### src/rtl/timer_counter.sv
// -----------------------------------------------------------------------------
// timer_counter
//
// Memory-mapped down-counting timer with a one-shot mode and an auto-reload
// mode. It raises a maskable interrupt when the count expires. The bridge
// decodes the base address and asserts WE only for valid word stores. This
// block decodes only the register offset, Addr[3:2].
//
// Register map (byte offsets):
//   0x0 CTRL   : [0] En, [2:1] Mode, [3] IM; bits [31:4] read as 0
//   0x4 PRESET : read/write reload value
//   0x8 COUNT  : read-only current count
//   0xC        : reads 0, writes ignored
//
// Ports:
//   clk    in   1   system clock, rising edge
//   reset  in   1   asynchronous, active-high reset
//   Addr   in   30  word address [31:2]; only [3:2] decoded
//   WE     in   1   register write strobe
//   Din    in   32  write data
//   Dout   out  32  combinational read data for the selected register
//   IRQ    out  1   interrupt request (IM & IntF)
// -----------------------------------------------------------------------------
module timer_counter (
    input  logic        clk,
    input  logic        reset,
    input  logic [31:2] Addr,
    input  logic        WE,
    input  logic [31:0] Din,
    output logic [31:0] Dout,
    output logic        IRQ
);

    typedef enum logic [1:0] {
        IDLE = 2'd0,
        LOAD = 2'd1,
        CNT  = 2'd2,
        INT  = 2'd3
    } state_t;

    localparam logic [1:0] OFF_CTRL   = 2'd0;
    localparam logic [1:0] OFF_PRESET = 2'd1;
    localparam logic [1:0] OFF_COUNT  = 2'd2;

    localparam logic [1:0] MODE_RELOAD = 2'b01;

    state_t      state;
    logic        en;
    logic [1:0]  mode;
    logic        im;
    logic [31:0] preset;
    logic [31:0] count;
    logic        int_f;

    logic        ctrl_we;
    logic        preset_we;

    assign ctrl_we   = WE && (Addr[3:2] == OFF_CTRL);
    assign preset_we = WE && (Addr[3:2] == OFF_PRESET);

    // The base address is decoded by the bridge, so the upper address bits
    // are intentionally unused here.
    logic unused_addr;
    assign unused_addr = ^Addr[31:4];

    // NOTE: sequential state uses non-blocking assignments so that every
    // register samples the values from before the clock edge.
    always_ff @(posedge clk or posedge reset) begin
        if (reset) begin
            state  <= IDLE;
            en     <= 1'b0;
            mode   <= 2'b00;
            im     <= 1'b0;
            preset <= 32'd0;
            count  <= 32'd0;
            int_f  <= 1'b0;
        end else begin
            case (state)
                IDLE: begin
                    if (en) begin
                        state <= LOAD;
                    end
                end
                LOAD: begin
                    count <= preset;
                    state <= CNT;
                end
                CNT: begin
                    if (!en) begin
                        state <= IDLE;
                    end else if (count > 32'd1) begin
                        count <= count - 32'd1;
                    end else begin
                        // A PRESET of 0 also lands here, so COUNT never wraps.
                        count <= 32'd0;
                        int_f <= 1'b1;
                        state <= INT;
                    end
                end
                INT: begin
                    if (mode == MODE_RELOAD) begin
                        int_f <= 1'b0;
                    end else begin
                        en <= 1'b0;
                    end
                    state <= IDLE;
                end
                default: state <= IDLE;
            endcase

            // NOTE: these bus writes come after the FSM updates in the same
            // block. The last non-blocking assignment wins, so a CTRL write
            // overrides any FSM change to En or IntF on the same edge. The
            // state transition above still happens on that edge.
            if (ctrl_we) begin
                en    <= Din[0];
                mode  <= Din[2:1];
                im    <= Din[3];
                int_f <= 1'b0;
            end
            if (preset_we) begin
                preset <= Din;
            end
        end
    end

    // NOTE: Dout gets a default before the case statement, so no latch can
    // be inferred even for unlisted offsets.
    always_comb begin
        Dout = 32'd0;
        case (Addr[3:2])
            OFF_CTRL:   Dout = {28'd0, im, mode, en};
            OFF_PRESET: Dout = preset;
            OFF_COUNT:  Dout = count;
            default:    Dout = 32'd0;
        endcase
    end

    assign IRQ = im & int_f;

endmodule

### config.mk
export PLATFORM = sky130hd
export DESIGN_NAME = timer_counter
export DESIGN_NICKNAME = d
export VERILOG_FILES = /design/src/rtl/timer_counter.sv
export SDC_FILE = /design/constraint.sdc
export NUM_CORES = 1
export LEC_CHECK = 0
export CORE_UTILIZATION = 41
export DETAILED_ROUTE_END_ITERATION = 6
export GPL_ROUTABILITY_DRIVEN = 0
export GPL_TIMING_DRIVEN = 1
export PLACE_DENSITY = 0.78
export SYNTH_ARGS = -nofsm -noshare
export SYNTH_HDL_FRONTEND = slang
export SYNTH_SLANG_ARGS = --single-unit
### constraint.sdc
create_clock -name clk -period 2.35 [get_ports clk]
set_clock_uncertainty 0.2 [all_clocks]
set_input_delay 0.47 -clock clk [delete_from_list [all_inputs] [get_ports clk]]
set_output_delay 0.47 -clock clk [all_outputs]
set_load 0.01 [all_outputs]
==> results of run 1 <==
==> cell families after synthesis <==
logic type | count (synthesis)
buf+inv | 44
mux | 44
fa+ha+maj | 2
flops | 71
simple gates | 110
compound gates | 127
==> Yosys cell counts, types with 2 or more instances <==
library cell and n:
nand3_1 3, a31oi_1 4, nand2_1 22, a22o_1 31, nor4_2 3, nand2b_1 4
mux2_2 35, inv_1 13, or2_2 2, a211o_1 3, nand4_1 2, o21ai_0 23
o2bb2ai_1 2, buf_2 3, mux2i_1 9, nor3b_1 2, nor3_1 12, o22ai_1 9
a21boi_0 3, nor2b_1 4, nor4_1 10, nor4b_1 3, ha_1 2, dfrtp_1 71
and3_1 3, a22oi_1 9, or3_1 6, a32oi_1 2, a221o_1 6, o31a_1 4
o21ai_1 5, a21oi_1 10, a41oi_1 2, or4_1 4, o31ai_1 5, and2_1 3
nor2_1 19, clkbuf_1 21, buf_1 5
==> layout make-up <==
cell class / instances / area (sq um)
fillers: 740 / 3510
multi-input cells: 283 / 2270
flip-flops and latches: 71 / 1780
repair buffers: 143 / 1330
well taps: 129 / 161
clock buffers: 11 / 141
clock inverters: 5 / 129
inverters: 13 / 52.6
==> per-stage QoR <==
step                util [%]  instance area [sq um]
finish                  62.6                   5860
global placement        56.5                   5290
global route            62.6                   5860
floorplan                  -                   4040
CTS                     59.8                   5610
detailed placement      56.5                   5290
==> worst max-delay path, delay by kind of cell, from the launching register on <==
kind / cells / cell delay, ns
buffers and inverters: 1 / 0.13
adders and majority gates: 1 / 0.16
AOI/OAI and AO/OA: 2 / 0.37
and+or+nand+nor: 3 / 1.10
DFF: 1 / 0.38
==> report_power, final <==
part,total (mW),switching (mW),internal [mW],leakage [nW]
logic,3.20,1.64,1.56,1.55
registers,2.08,0.450,1.63,0.855
clock network,1.32,0.476,0.844,0.134
total,6.60,2.56,4.04,2.53
==> registers in the layout, indices dropped and copies added (netlist names) <==
| register | flops |
|---|---|
| count | 32 |
| en | 1 |
| im | 1 |
| int_f | 1 |
| mode | 2 |
| preset | 32 |
| state | 2 |
==> per-layer routing <==
layer  share of wire [%]  vias up  routed length, microns
met2                  49      215                    6190
met5                   0        -                       0
met4                 2.6        0                     326
met3                 8.1       29                    1030
met1                  40     1967                    5070
li1                    -     1775                       -
==> worst max path at each step <==
| stage | endpoint | cells after the start |
|---|---|---|
| 6_report | count[30] | 7 |
| 5_1_grt | count[24] | 7 |
| 4_1_cts | count[30] | 5 |
| 3_5_place_dp | Dout[2] | 6 |
| 3_3_place_gp | Dout[10] | 5 |
| 2_1_floorplan | count[26] | 6 |
==> repair_timing <==
action                                  CTS  global route
endpoints found under the setup margin   49            20
setup buffers                             1             6
cloned                                    1             2
resized for setup                        48            41
pin swaps                                 4            11
hold endpoints to repair                  0             0
==> placed cells by master, fill, tap and decap left out, types with 3 or more instances in the layout <==
cell type	netlist	routed
buf_4	1	61
o22ai_1	9	8
nor4_4	1	3
nor2_1	19	17
dfrtp_1	71	70
nand2b_1	4	4
a21oi_1	10	10
o31ai_1	5	4
mux2i_1	9	8
a22o_1	31	31
a221o_1	6	6
or3_1	6	6
a211o_1	3	3
o21ai_1	5	7
a31oi_1	4	3
bufinv_16	0	4
and2_1	3	3
a21boi_0	3	3
nor3_2	0	3
nor4_1	10	9
o21ai_0	23	19
a22oi_1	9	8
nor3_1	12	8
nand3_1	3	3
dlygate4sd2_1	0	32
buf_12	0	4
nand2_1	22	21
clkbuf_8	0	10
clkdlybuf4s50_1	0	35
inv_1	13	11
or4_4	1	4
buf_6	1	5
o31a_1	4	4
mux2_2	35	35
==> results_dict.tcl, run 1 <==
set metrics [dict create \
    async_flop_share_pct 100 \
    cpMaxStageDelayCell "or4b_4" \
    numCtsBuffers 9 \
    row_count 35 \
    layout_min_cycle_time_ns 2.41 \
    cp.required_ns 2.43 \
    antenna_violating_nets_post_route 0 \
    clock.fmax_mhz 415 \
    first_global_vias 3668 \
    layout-area-overhead-vs-synth_pct 45.7 \
    max-clock-path-buffers 2 \
    regToRegEndpoint "count[30]" \
    run_status "finished with violations" \
    design.final.nets 588 \
    clk_transition_reported_paths_ns 0.07 \
    grtUsageMet2_pct 38.9 \
    cts_sink_count 71 \
    cell_depth_of_the_worst_flop_to_flop_path 7 \
    synth_edf_count 0 \
    die_h_microns 101 \
    static_leakage_nw 2.53 \
    min_path_cells 1 \
    post_synth_inst_count 398 \
    final_min_period_over_clock_period_pct 103 \
    synth.avg_cell_area_sq_um 10.1 \
    via_count 3986 \
    setup_total_negative_slack_ns -0.262 \
    synth_top_area_share_pct 44.2 \
    power_density_nw_per_um2 1130 \
    post_cts_hold_buffer_count 0 \
    report.final.hold_viol_count 0 \
    crit_type "reg -> reg" \
    hp-start "preset[28]" \
    initial_core_util_pct 42.9 \
    delay_of_the_slowest_cell_on_the_worst_path_ns 0.55 \
    synth_top_family_by_area "compound AO/OA/AOI/OAI gates" \
    die_width_microns 101 \
    synth_top_cell_by_area "dfrtp_1" \
    r2r_setup_slack_ns -0.06 \
    drt_first_iter_violations 331 \
    timing_max_transition_violations_final 0 \
    worstSetupEndpointType "flip-flop" \
    initial_antenna_violation_count 0 \
    grt_start_max_net_pins 72 \
    timing.hold.worst_endpoint "count[28]" \
    synth-main-ff-cell "dfrtp_1" \
    post_layout_nonfiller_instances 655 \
    grt_use_met3_pct 5.34 \
    crit_start "count[0]" \
    postSynthNetCount 465 \
    route.detailed.wl_per_inst_microns 19.3 \
    final_critical_path_setup_slack_ns -0.0617 \
    die_area_sq_um 10200 \
    placement.setup.worst_slack_ns -0.520 \
    worstReg2RegStart "count[0]" \
    synth.ff_latch_count 71 \
    cts_tree "done" \
    timing.critical_path.cells "inv_1 > ha_4 > nor3b_1 > nand2_2 > or4b_4 > o31a_1 > o22ai_1" \
    adder_cell_area_share_of_the_yosys_netlist_pct 0.622 \
    htree_levels 3 \
    drt_wirelength_mm 12.6 \
    n_antenna_cell 0 \
    route.detailed.drc 0 \
    setup_repair_after_global_routing_missed_its_margin "yes" \
    synth_warnings 0 \
    cp.arrival_ns 2.49 \
    grt_first_pass_wirelength_mm 18.8 \
    numPortBuffers 69 \
    boundaryPins 98 \
    synth_simple_gate_area_share_pct 15.7 \
    synth_mux_area_share_pct 12.0 \
    finalPower_mw 6.60 \
    setup_viol_count_final 8 \
    dr.pass1.iters 5 \
    worstPathMaxFanout 5 \
    clockRootBuffer "clkbuf_8" \
    synth-seq-area-share_pct 44.2 \
    grt_busiest_layer "met2" \
    post_dp_hpwl_mm 7.94 \
    maxCapViolCount 0 \
    fin_worst_hold_slack_ns 0.323 \
    slew_headroom_pct 71.9 \
    worst_setup_path_start_kind "flip-flop" \
    synth_xor_xnor_area_share_pct 0 \
    clk_latency_ns 0.35 \
    grt.total_usage_pct 24.1 \
    layout-drive-gt1-share_pct 31.7 \
    synthDistinctLibCells 58 \
    place.detailed.instances 629 \
    core_area_sq_um 9370 \
    synth_compound_gate_area_share_pct 23.0 \
    drt-vias-per-instance 6.09 \
    globalRouteMet1Util_pct 31.9 \
    hp-class "reg -> reg" \
    ir_worst_vdd_mv 0.500 \
    area_of_the_mapped_netlist_sq_um 4020 \
    worst-slew-pin-transition_ns 0.418 \
    globalRouteOverflowTotal 0 \
    synth_area_leaders "dfrtp_1, mux2_2, a22o_1" \
    violations "setup timing" \
]
Power figures use the tool's default switching activity.
==> run 2, diff against run 1 <==
--- a/config.mk
+++ b/config.mk
@@ -5,11 +5,12 @@
 export SDC_FILE = /design/constraint.sdc
 export NUM_CORES = 1
 export LEC_CHECK = 0
+export CORE_MARGIN = 1.5
 export CORE_UTILIZATION = 41
 export DETAILED_ROUTE_END_ITERATION = 6
 export GPL_ROUTABILITY_DRIVEN = 0
 export GPL_TIMING_DRIVEN = 1
-export PLACE_DENSITY = 0.78
+export PLACE_DENSITY_LB_ADDON = 0.2
 export SYNTH_ARGS = -nofsm -noshare
 export SYNTH_HDL_FRONTEND = slang
 export SYNTH_SLANG_ARGS = --single-unit
==> results_dict.tcl, run 2 (synthesis results as in run 1) <==
set metrics [dict create \
    run_status "finished with violations" \
    violations "setup timing" \
    cp.arrival_ns 2.45 \
    total_switching_power_mw 2.54 \
    core_area_sq_um 9370 \
    design.final.nets 605 \
    clk_transition_reported_paths_ns 0.07 \
    cp.required_ns 2.41 \
    placement.setup.worst_slack_ns -0.505 \
    initial_antenna_violation_count 0 \
    worstSetupEndpointType "flip-flop" \
    maxCapViolCount 0 \
    drt_wirelength_mm 12.7 \
    cts_sink_count 71 \
    finalPower_mw 6.28 \
    clkPwrFrac_pct 13.3 \
    cts_tree "done" \
    p_comb_share_pct 54.1 \
    layout-area-overhead-vs-synth_pct 47.4 \
    share_seq_of_total_power_pct 32.7 \
    worstPathMaxFanout 5 \
    clock.fmax_mhz 417 \
    row_count 35 \
    static_leakage_nw 2.57 \
    die_width_microns 102 \
    dr.pass1.iters 5 \
    clockRootBuffer "clkbuf_8" \
    slew_headroom_pct 73.9 \
    grt_start_max_net_pins 72 \
    ir_worst_vdd_mv 0.496 \
    htree_levels 3 \
    drt_first_iter_violations 201 \
    drt-vias-per-instance 5.96 \
    post_dp_hpwl_mm 7.98 \
    numPortBuffers 69 \
    internal_dissipation_mw 3.74 \
    route.detailed.drc 0 \
    worst-slew-pin-transition_ns 0.391 \
    antenna_violating_nets_post_route 0 \
    max-clock-path-buffers 2 \
    first_global_vias 4025 \
    multi_input_area_sq_um 2280 \
    top_regs "count: 32 flops, preset: 32 flops" \
    globalRouteOverflowTotal 0 \
    grt_first_pass_wirelength_mm 20.4 \
    timing_max_transition_violations_final 0 \
    route.detailed.wl_per_inst_microns 18.9 \
    dpl_cell_area_sq_um 5390 \
    clk_latency_ns 0.34 \
    sw_share_pct 40.5 \
    hp-class "reg -> reg" \
    layout_min_cycle_time_ns 2.40 \
    setup_viol_count_final 3 \
    fin_area_sq_um 5930 \
    grt.total_usage_pct 25.4 \
    crit_type "reg -> reg" \
    numCtsBuffers 9 \
    most_frequent_cells_in_the_layout "dfrtp_1, buf_4, mux2_2, clkdlybuf4s50_1, a22o_1" \
    post_cts_hold_buffer_count 0 \
    initial_core_util_pct 42.9 \
    die_area_sq_um 10400 \
    die_h_microns 102 \
    sequential_cell_area_sq_um 1780 \
    n_antenna_cell 0 \
    setup_repair_after_global_routing_missed_its_margin "yes" \
    worst_setup_path_start_kind "flip-flop" \
    via_count 3984 \
    power_density_nw_per_um2 1060 \
    boundaryPins 98 \
    report.final.hold_viol_count 0 \
    final_min_period_over_clock_period_pct 102 \
    layout-drive-gt1-share_pct 33.5 \
    final_critical_path_setup_slack_ns -0.0482 \
    num-fill-cells 817 \
]
[run 2: through the flow]
step	instances	hold slack, ns	TNS [ns]	utilization (%)
floorplan	398	0.276	-0.0749	-
global placement	642	0.297	-15.01	57.5
detailed placement	642	0.318	-17.05	57.5
CTS	670	0.335	-0.892	62.6
global route	669	0.358	-0.725	63.3
finish	669	0.334	-0.116	63.3
[run 2: worst max-delay path, stage by stage (launching register included)]
cell and delay [ns]:
dfrtp_1 0.39, or4_4 0.61, or2_4 0.29, or4_4 0.48, o31a_1 0.24, o22ai_1 0.11
[run 2: repair_timing]
action / 4_1_cts / 5_1_grt
cloned: 5 / 0
buffers inserted: 10 / 2
pin swaps: 21 / 14
gates resized for setup: 87 / 24
endpoints found under the setup margin: 53 / 34
[run 2: power by group through the flow]
stage	clock (mW)	combinational (mW)	sequential [mW]
after floorplan	0	1.64	1.98
after global placement	0	2.94	2.00
after detailed placement	0	3.01	2.02
after CTS	0.853	3.26	2.02
after global routing	0.908	3.66	2.11
final	0.833	3.40	2.05
[run 2: final cells by class]
class / count / area share [%]
sequential: 71 / 30.0
tap: 129 / 2.72
multi-input combinational: 283 / 38.4
clock inverter: 2 / 0.169
inverter: 13 / 0.886
timing repair buffer: 160 / 25.5
clock buffer: 11 / 2.38
[run 2: metal layers]
| layer | track usage [%] | part of all wire [%] | routed length (microns) | up-vias |
|---|---|---|---|---|
| li1 | - | - | - | 1820 |
| met1 | 34.0 | 43 | 5440 | 1963 |
| met2 | 41.0 | 48 | 6050 | 177 |
| met3 | 5.13 | 6.7 | 846 | 24 |
| met4 | 8.75 | 2.5 | 316 | 0 |
| met5 | 0 | 0 | 0 | - |
[run 2: final timing paths]
kind | startpoint | endpoint | slack (ns) | cells after the start
min in group asynchronous | reset | preset[4] | 0.39 | 3
worst min-delay path | im | im | 0.33 | 1
worst min register to register | im | im | 0.33 | 1
worst max register to register | count[23] | count[26] | -0.05 | 5
max in group asynchronous | reset | preset[18] | 1.27 | 3
worst max-delay path | count[23] | count[26] | -0.05 | 5
